<file path="src/rtl/clint_pkg.sv">
// Shared definitions for the core-local interruptor: register offsets, reset values,
// register selection and byte-strobe merge helpers.
package clint_pkg;

   localparam logic [15:0] CLINT_MSIP     = 16'h0000;
   localparam logic [15:0] CLINT_MTIMECMP = 16'h4000;
   localparam logic [15:0] CLINT_MTIME    = 16'hBFF8;
   localparam logic [63:0] MTIMECMP_RESET = 64'hFFFF_FFFF_FFFF_FFFF;

   typedef enum logic [2:0] {
      REG_NONE,
      REG_MSIP,
      REG_CMP_LO,
      REG_CMP_HI,
      REG_TIME_LO,
      REG_TIME_HI
   } clint_reg_e;

   localparam logic [15:0] CLINT_MTIMECMP_HI = CLINT_MTIMECMP + 16'h0004;
   localparam logic [15:0] CLINT_MTIME_HI    = CLINT_MTIME + 16'h0004;

   // Decodes the word index (byte offset bits [15:2]) into a register selection.
   function automatic clint_reg_e clint_decode(input logic [13:0] word);
      clint_reg_e sel;
      case (word)
         CLINT_MSIP[15:2]:        sel = REG_MSIP;
         CLINT_MTIMECMP[15:2]:    sel = REG_CMP_LO;
         CLINT_MTIMECMP_HI[15:2]: sel = REG_CMP_HI;
         CLINT_MTIME[15:2]:       sel = REG_TIME_LO;
         CLINT_MTIME_HI[15:2]:    sel = REG_TIME_HI;
         default:                 sel = REG_NONE;
      endcase
      return sel;
   endfunction

   function automatic logic [31:0] strb_merge(input logic [31:0] old_val,
                                              input logic [31:0] new_val,
                                              input logic [3:0]  strb);
      logic [31:0] res;
      for (int i = 0; i < 4; i++) begin
         res[i*8 +: 8] = strb[i] ? new_val[i*8 +: 8] : old_val[i*8 +: 8];
      end
      return res;
   endfunction

endpackage

</file>
<file path="src/rtl/riscv_clint.sv">
// Machine-level CLINT for a single RV32 hart: mtime/mtimecmp/msip behind a one-cycle
// valid/ready bus, driving msip, mtip and mtime directly into the core.
module riscv_clint
   import clint_pkg::*;
#(
   parameter int unsigned TICK_DIV = 1
) (
   input  logic        clock,
   input  logic        reset,
   input  logic        clint_valid,
   input  logic        clint_instr,
   input  logic [31:0] clint_addr,
   input  logic [31:0] clint_wdata,
   input  logic [3:0]  clint_wstrb,
   output logic [31:0] clint_rdata,
   output logic        clint_ready,
   output logic        clint_msip,
   output logic        clint_mtip,
   output logic [63:0] clint_mtime
);

   localparam int unsigned   PW           = (TICK_DIV > 1) ? $clog2(TICK_DIV) : 1;
   localparam logic [PW-1:0] PRESCALE_MAX = PW'(TICK_DIV - 1);

   clint_reg_e    sel;
   logic          wr;
   logic          tick;
   logic [PW-1:0] prescale;
   logic [63:0]   mtime;
   logic [63:0]   mtimecmp;
   logic          msip;
   logic [31:0]   rd_val;

   // The fetch flag and undecoded address bits carry no meaning for this block.
   logic unused_ok;
   assign unused_ok = ^{clint_instr, clint_addr[31:16], clint_addr[1:0]};

   assign sel  = clint_decode(clint_addr[15:2]);
   assign wr   = clint_valid && (clint_wstrb != 4'b0000);
   assign tick = (prescale == PRESCALE_MAX);

   // NOTE: state registers use non-blocking assignments so every block samples
   // the pre-edge values, which is what makes reads return pre-write data.
   always_ff @(posedge clock) begin
      if (reset) begin
         prescale <= '0;
      end else if (tick) begin
         prescale <= '0;
      end else begin
         prescale <= prescale + PW'(1);
      end
   end

   // A write to either half loads only that half and skips the increment.
   always_ff @(posedge clock) begin
      if (reset) begin
         mtime <= '0;
      end else if (wr && sel == REG_TIME_LO) begin
         mtime[31:0] <= strb_merge(mtime[31:0], clint_wdata, clint_wstrb);
      end else if (wr && sel == REG_TIME_HI) begin
         mtime[63:32] <= strb_merge(mtime[63:32], clint_wdata, clint_wstrb);
      end else if (tick) begin
         mtime <= mtime + 64'd1;
      end
   end

   always_ff @(posedge clock) begin
      if (reset) begin
         mtimecmp <= MTIMECMP_RESET;
         msip     <= 1'b0;
      end else if (wr) begin
         case (sel)
            REG_CMP_LO: mtimecmp[31:0]  <= strb_merge(mtimecmp[31:0], clint_wdata, clint_wstrb);
            REG_CMP_HI: mtimecmp[63:32] <= strb_merge(mtimecmp[63:32], clint_wdata, clint_wstrb);
            REG_MSIP:   if (clint_wstrb[0]) msip <= clint_wdata[0];
            default:    ;
         endcase
      end
   end

   // NOTE: rd_val gets a default before the case so no path leaves it unassigned
   // (which would otherwise infer a latch).
   always_comb begin
      rd_val = '0;
      case (sel)
         REG_MSIP:    rd_val = {31'd0, msip};
         REG_CMP_LO:  rd_val = mtimecmp[31:0];
         REG_CMP_HI:  rd_val = mtimecmp[63:32];
         REG_TIME_LO: rd_val = mtime[31:0];
         REG_TIME_HI: rd_val = mtime[63:32];
         default:     rd_val = '0;
      endcase
   end

   always_ff @(posedge clock) begin
      if (reset) begin
         clint_ready <= 1'b0;
         clint_rdata <= '0;
      end else begin
         clint_ready <= clint_valid;
         clint_rdata <= clint_valid ? rd_val : 32'd0;
      end
   end

   assign clint_msip  = msip;
   assign clint_mtip  = (mtime >= mtimecmp);
   assign clint_mtime = mtime;

endmodule

</file>
<file path="config.mk">
export PLATFORM = sky130hd
export DESIGN_NAME = riscv_clint
export DESIGN_NICKNAME = d
export VERILOG_FILES = /design/src/rtl/clint_pkg.sv /design/src/rtl/riscv_clint.sv
export SDC_FILE = /design/constraint.sdc
export NUM_CORES = 1
export LEC_CHECK = 0
export CORE_MARGIN = 5
export CORE_UTILIZATION = 25
export CTS_BUF_LIST = sky130_fd_sc_hd__clkbuf_8 sky130_fd_sc_hd__clkbuf_16
export DETAILED_ROUTE_END_ITERATION = 16
export GPL_TIMING_DRIVEN = 1
export PLACE_DENSITY_LB_ADDON = 0.12
export SETUP_SLACK_MARGIN = 0.4
export SLEW_MARGIN = 0
export SYNTH_ARGS = -nofsm -noshare
export SYNTH_HDL_FRONTEND = slang
export SYNTH_SLANG_ARGS = --single-unit
</file>
<file path="constraint.sdc">
create_clock -name clock -period 4.4 [get_ports clock]
set_input_delay 0.88 -clock clock [delete_from_list [all_inputs] [get_ports clock]]
set_output_delay 0.88 -clock clock [all_outputs]
set_load 0.05 [all_outputs]
</file>
-- Yosys cells after proc, flatten, opt, wreduce, memory -nomap -nowiden
Cells that the tools add are included.
- register bits: 163
- add/sub/neg operators: 2
- order comparisons: 1
- eq/ne operators: 20
- multiplexer cells: 10
- bitwise logic cells: 3
- reduce and logical (&&, ||, !) cells: 24
- operators by type and width (kind ; count):
    one-hot mux 32 bit (5 select lines) ; 1
    2-to-1 mux 32 bit ; 3
    adder 64 x 1 -> 64 bit, second input constant ; 1
    greater-or-equal comparator 64 bit ; 1
    2-to-1 mux 64 bit ; 1
    AND reduction 3 bit ; 17
    2-to-1 mux 8 bit ; 4
    equality test 14 x 13 -> 1 bit, second input constant ; 2
    equality test 14 bit, second input constant ; 2
    != test 2 bit, second input constant ; 9
    one-hot mux 3 bit (5 select lines) ; 1
    logical NOT 14 bit ; 1
    equality test 3 x 2 -> 1 bit, second input constant ; 2
    equality test 3 bit, second input constant ; 2
    != test 2 x 1 -> 1 bit, second input constant ; 2
    nonzero test 4 bit ; 1
    OR reduction 2 bit ; 2
    equality test 3 x 1 -> 1 bit, second input constant ; 1
    logical AND 1 bit ; 3
    NOT 1 bit ; 3
    adder 1 bit, second input constant ; 1

-- Longest topological paths before layout
- depth after elaboration: 6
- mapped depth: 9
- mapped depth without buffers: 8

-- Worst setup path before layout
No wires, ideal clock.
- path kind: flip-flop to output port
- start: reg mtime[59] (netlist: clint_mtime[59])
- end: out clint_mtip
- data arrival time: 2.473 ns
- required time: 3.520 ns
- path slack: 1.047 ns
- cell stages (with the launch flop): 7
- path buffers: 0
- cells stage by stage: dfxtp_1 > ha_1 > nand4_1 > or4_1 > nor4_1 > o211ai_1 > nand2_1
- word-level cells in the longest chain between the ends: 1
- RTL lines (item ; RTL line ; text):
    start: declaration ; riscv_clint.sv:29 ; logic [63:0] mtime;
    start signal: assignment ; riscv_clint.sv:61 ; mtime[63:32] <= strb_merge(mtime[63:32], clint_wdata, clint_wstrb);
    start signal: assignment ; riscv_clint.sv:63 ; mtime <= mtime + 64'd1;
    greater-or-equal comparator 64 bit ; riscv_clint.sv:106 ; assign clint_mtip = (mtime >= mtimecmp);
    end: declaration ; riscv_clint.sv:18 ; output logic clint_mtip,
Every way passes these cells.

-- Worst setup path after layout
- start: reg mtime[37] (netlist: clint_mtime[37])
- end: out clint_mtip
The elaborated chain is that of the path after synthesis.

==> results.md <==
- Status: finished clean
- Place WS: 645 ps
- Reg-to-reg startpoint: clint_mtime[1]
- Starting Density: 25.4%
- Port-buffer cells: around 150
- Leak: roughly 5.4 nW
- Placed Area: 12400 um^2
- Post-synth EDFFs: 0
- Cell variety after synth: 75
- Root buf cell: clkbuf_16
- DRT iter0 DRCs: 740
- Final setup violation count: 0
- Met1 Use GR: 26.8%
- Non-filler cells in the finished layout: 1951
- Syn nets: approximately 1400
- HP Start: mtimecmp[25]
- First-pass GRT wire length: 65400 um
- Area delta synth->final: 29.1%
- Cells on worst reg2reg path: 7
- Final period util: between 80% and 90%
- Leading area contributor after synthesis: dfxtp_1
- Pin count of the biggest net entering global routing: between 50 and 60
- Final worst setup slack: approximately 610 ps
- Unrepaired setup endpoints after global routing: false
- Crit-path max FO: 8
- Max-slew violations: 0
- Post-placement cell count: 1918
- CTS tree: done
- Initial antenna violation count: 0
- Die area: approximately 45000 um^2
- Clock sink count: 163
- Worst-path clk slew: 70 ps
- Final hold vios: 0
- Critical Path RT: roughly 3500 ps
- Vias: 10421
- Register bit total from synthesis: 163
- Crit path time final: 3790 ps
- GRT overflow: 0
- Cells after Synth: between 1000 and 1500
- DRT Pass-1 Iters: 5
- Worst slew pin tran: 1230 ps
- HP Class: register to register
- Hold depth: 2
- Mapped Area: 10100 um^2
- Yosys Warn Count: 0
- Via density: 5.34
- # hold bufs at CTS: 0
- CP Launch Type: register
- Setup_tns: 0 ps
- Power Dens Cells: 261 nW/um^2
- Dpl hpwl: between 30000 and 40000 um
- CTS Buf Count: 17
- Peak VDD IR: between 0.2 and 0.25 mV
- Top_reg_cell synth: dfxtp_1
- Post-DRT Antenna Nets: 0
- Most area-consuming cells after synthesis: dfxtp_1 32%, ha_1 8.0%, nand2_1 6.0%, mux2i_1 4.4%, a21oi_1 4.3%
- Share of layout cells above drive strength 1: 9.26%
- CP Data Arrival Time: 2910 ps
- DIE HEIGHT: 211 um
- Clk Latency, worst-skew pair: 450 ps
- Max-cap viol count: 0
- Async SR Flop Fraction: 0%
- Layer with the highest usage: met2
- Clock tree buffer depth: 2
- Top-Level Pins: roughly 170
- Core ar.: approximately 40000 um^2
- R2R Setup Slk: 1130 ps
- # nets final: 1550
- Final Instance Area: 13100 um^2
- Avg Inst Size Synth: 8.00 um^2
- Crit. End Element: primary output
- H-tree Lvls: 4
- DR DRC count: 0
- Std cell rows: 73
- Total GRT Usage: between 10% and 20%
- Aggregate routed wire length: between 40000 and 50000 um
- Part of the Yosys area used for sequential elements: 32.2%
- Max Clk Rate: 264 MHz
- Number of global-route vias before repair: ~10000
- Slew margin rel.: 17.8%
- Share of the synthesized area in the top cell type: about a third
- Chip width: between 200 and 250 um
- Layout Skew: approximately 8.4 ps
- Routed length per instance: 22.0 um
- M3 GR Usage: 3.66%
- Crit path kind: register to primary output
- GPL Wtd Cong: 0.808
- Antenna diode count: 0
- Met2 GRT Util: 30.1%
- Crit Reg-Reg Endpoint: clint_mtime[40]
- WHS Endpoint: mtimecmp[25]
==> layer usage <==
| layer | wire length, um | vias to the layer above |
|---|---|---|
| met3 | 2200 | 30 |
| met5 | 0 | - |
| met2 | 19500 | 274 |
| met4 | 563 | 0 |
| met1 | 20600 | 5112 |
| li1 | - | 5005 |
==> power breakdown <==
part | internal, W | switching (W) | leakage (nW)
combinational | 0.0000723 | 0.000128 | 3.80
sequential | 0.00148 | 0.00000446 | 1.32
clock | 0.00105 | 0.000682 | 0.314
==> cells by family after synthesis <==
kind of cell / Yosys count / synth area share, %
DFF: 163 / 32.2
muxes: 45 / 4.44
adders and majority gates: 65 / 8.03
and+or+nand+nor: 474 / 24.0
buffers and inverters: 164 / 6.77
other: 1 / 0.0370
AOI/OAI and AO/OA: 355 / 24.5
==> cell type report <==
type	instances	area [um^2]
clock inverters	12	203
repair buffers	211	1970
fillers	4254	26800
flip-flops and latches	163	3260
multi-input cells	940	6220
clock buffers	20	467
inverters	80	300
well taps	525	657
==> flip-flops by register name, summed over array words and instances, names as in the netlist <==
register and flops:
clint_mtime 64, clint_ready 1, prescale 1, mtimecmp 64
clint_rdata 32, clint_msip 1
==> worst max-delay path by stage <==
stage                     slack [ps]               to  cells past startpoint             from
after floorplan                 1050       clint_mtip                      6  clint_mtime[59]
after global placement           630  clint_mtime[17]                      7   clint_wstrb[0]
after detailed placement         640   clint_mtime[6]                      7   clint_wstrb[0]
after CTS                        430       clint_mtip                      9   clint_mtime[0]
after global routing             460       clint_mtip                      9     mtimecmp[33]
final                            610       clint_mtip                      7  clint_mtime[37]
==> layout by cell type, fill, tap and decap left out, types with 10 or more instances in the layout <==
master	count
nor2_1	103
nand3_1	35
dfxtp_1	162
a211oi_1	12
and2_1	18
a31oi_1	13
nand4_1	43
and4_1	14
clkdlybuf4s50_1	148
a21o_1	25
nor3_1	18
o31ai_1	12
a222oi_1	10
ha_1	65
a21oi_1	87
inv_1	79
clkbuf_16	17
and3_1	16
o21ai_0	51
a221oi_1	19
nor4_1	17
nand2_1	162
buf_4	59
mux2i_1	45
o211ai_1	47
==> cells in the mapped netlist (all sizes together) (35+ instances only) <==
cell and number:
dfxtp 163, nand2 162, nor2 105, a21oi 87, inv 80, ha 65
o21ai 52, clkbuf 51, o211ai 47, mux2i 45, nand4 45, nand3 35
==> worst max-delay path: stages (launching register included) <==
cell,delay (ps)
dfxtp_1,410
ha_1,350
and4_1,260
nand4_1,200
o31ai_1,740
a221oi_1,160
nand2_1,120
buf_4,200
==> metrics by stage <==
step                total power (W)  hold slack (ps)  utilization [%]
CTS                         0.00347              474             32.8
global placement            0.00172              453             31.0
floorplan                   0.00160              441                -
finish                      0.00342              470             32.8
global route                0.00354              501             32.8
detailed placement          0.00172              457             31.0
==> timing repair <==
action,in CTS,in global routing
endpoints found under the hold margin,0,0
setup buffers,0,1
endpoints found under the setup margin,1,1
resized for setup,3,1
pin swaps,0,1
Power figures use the tool's default switching activity.
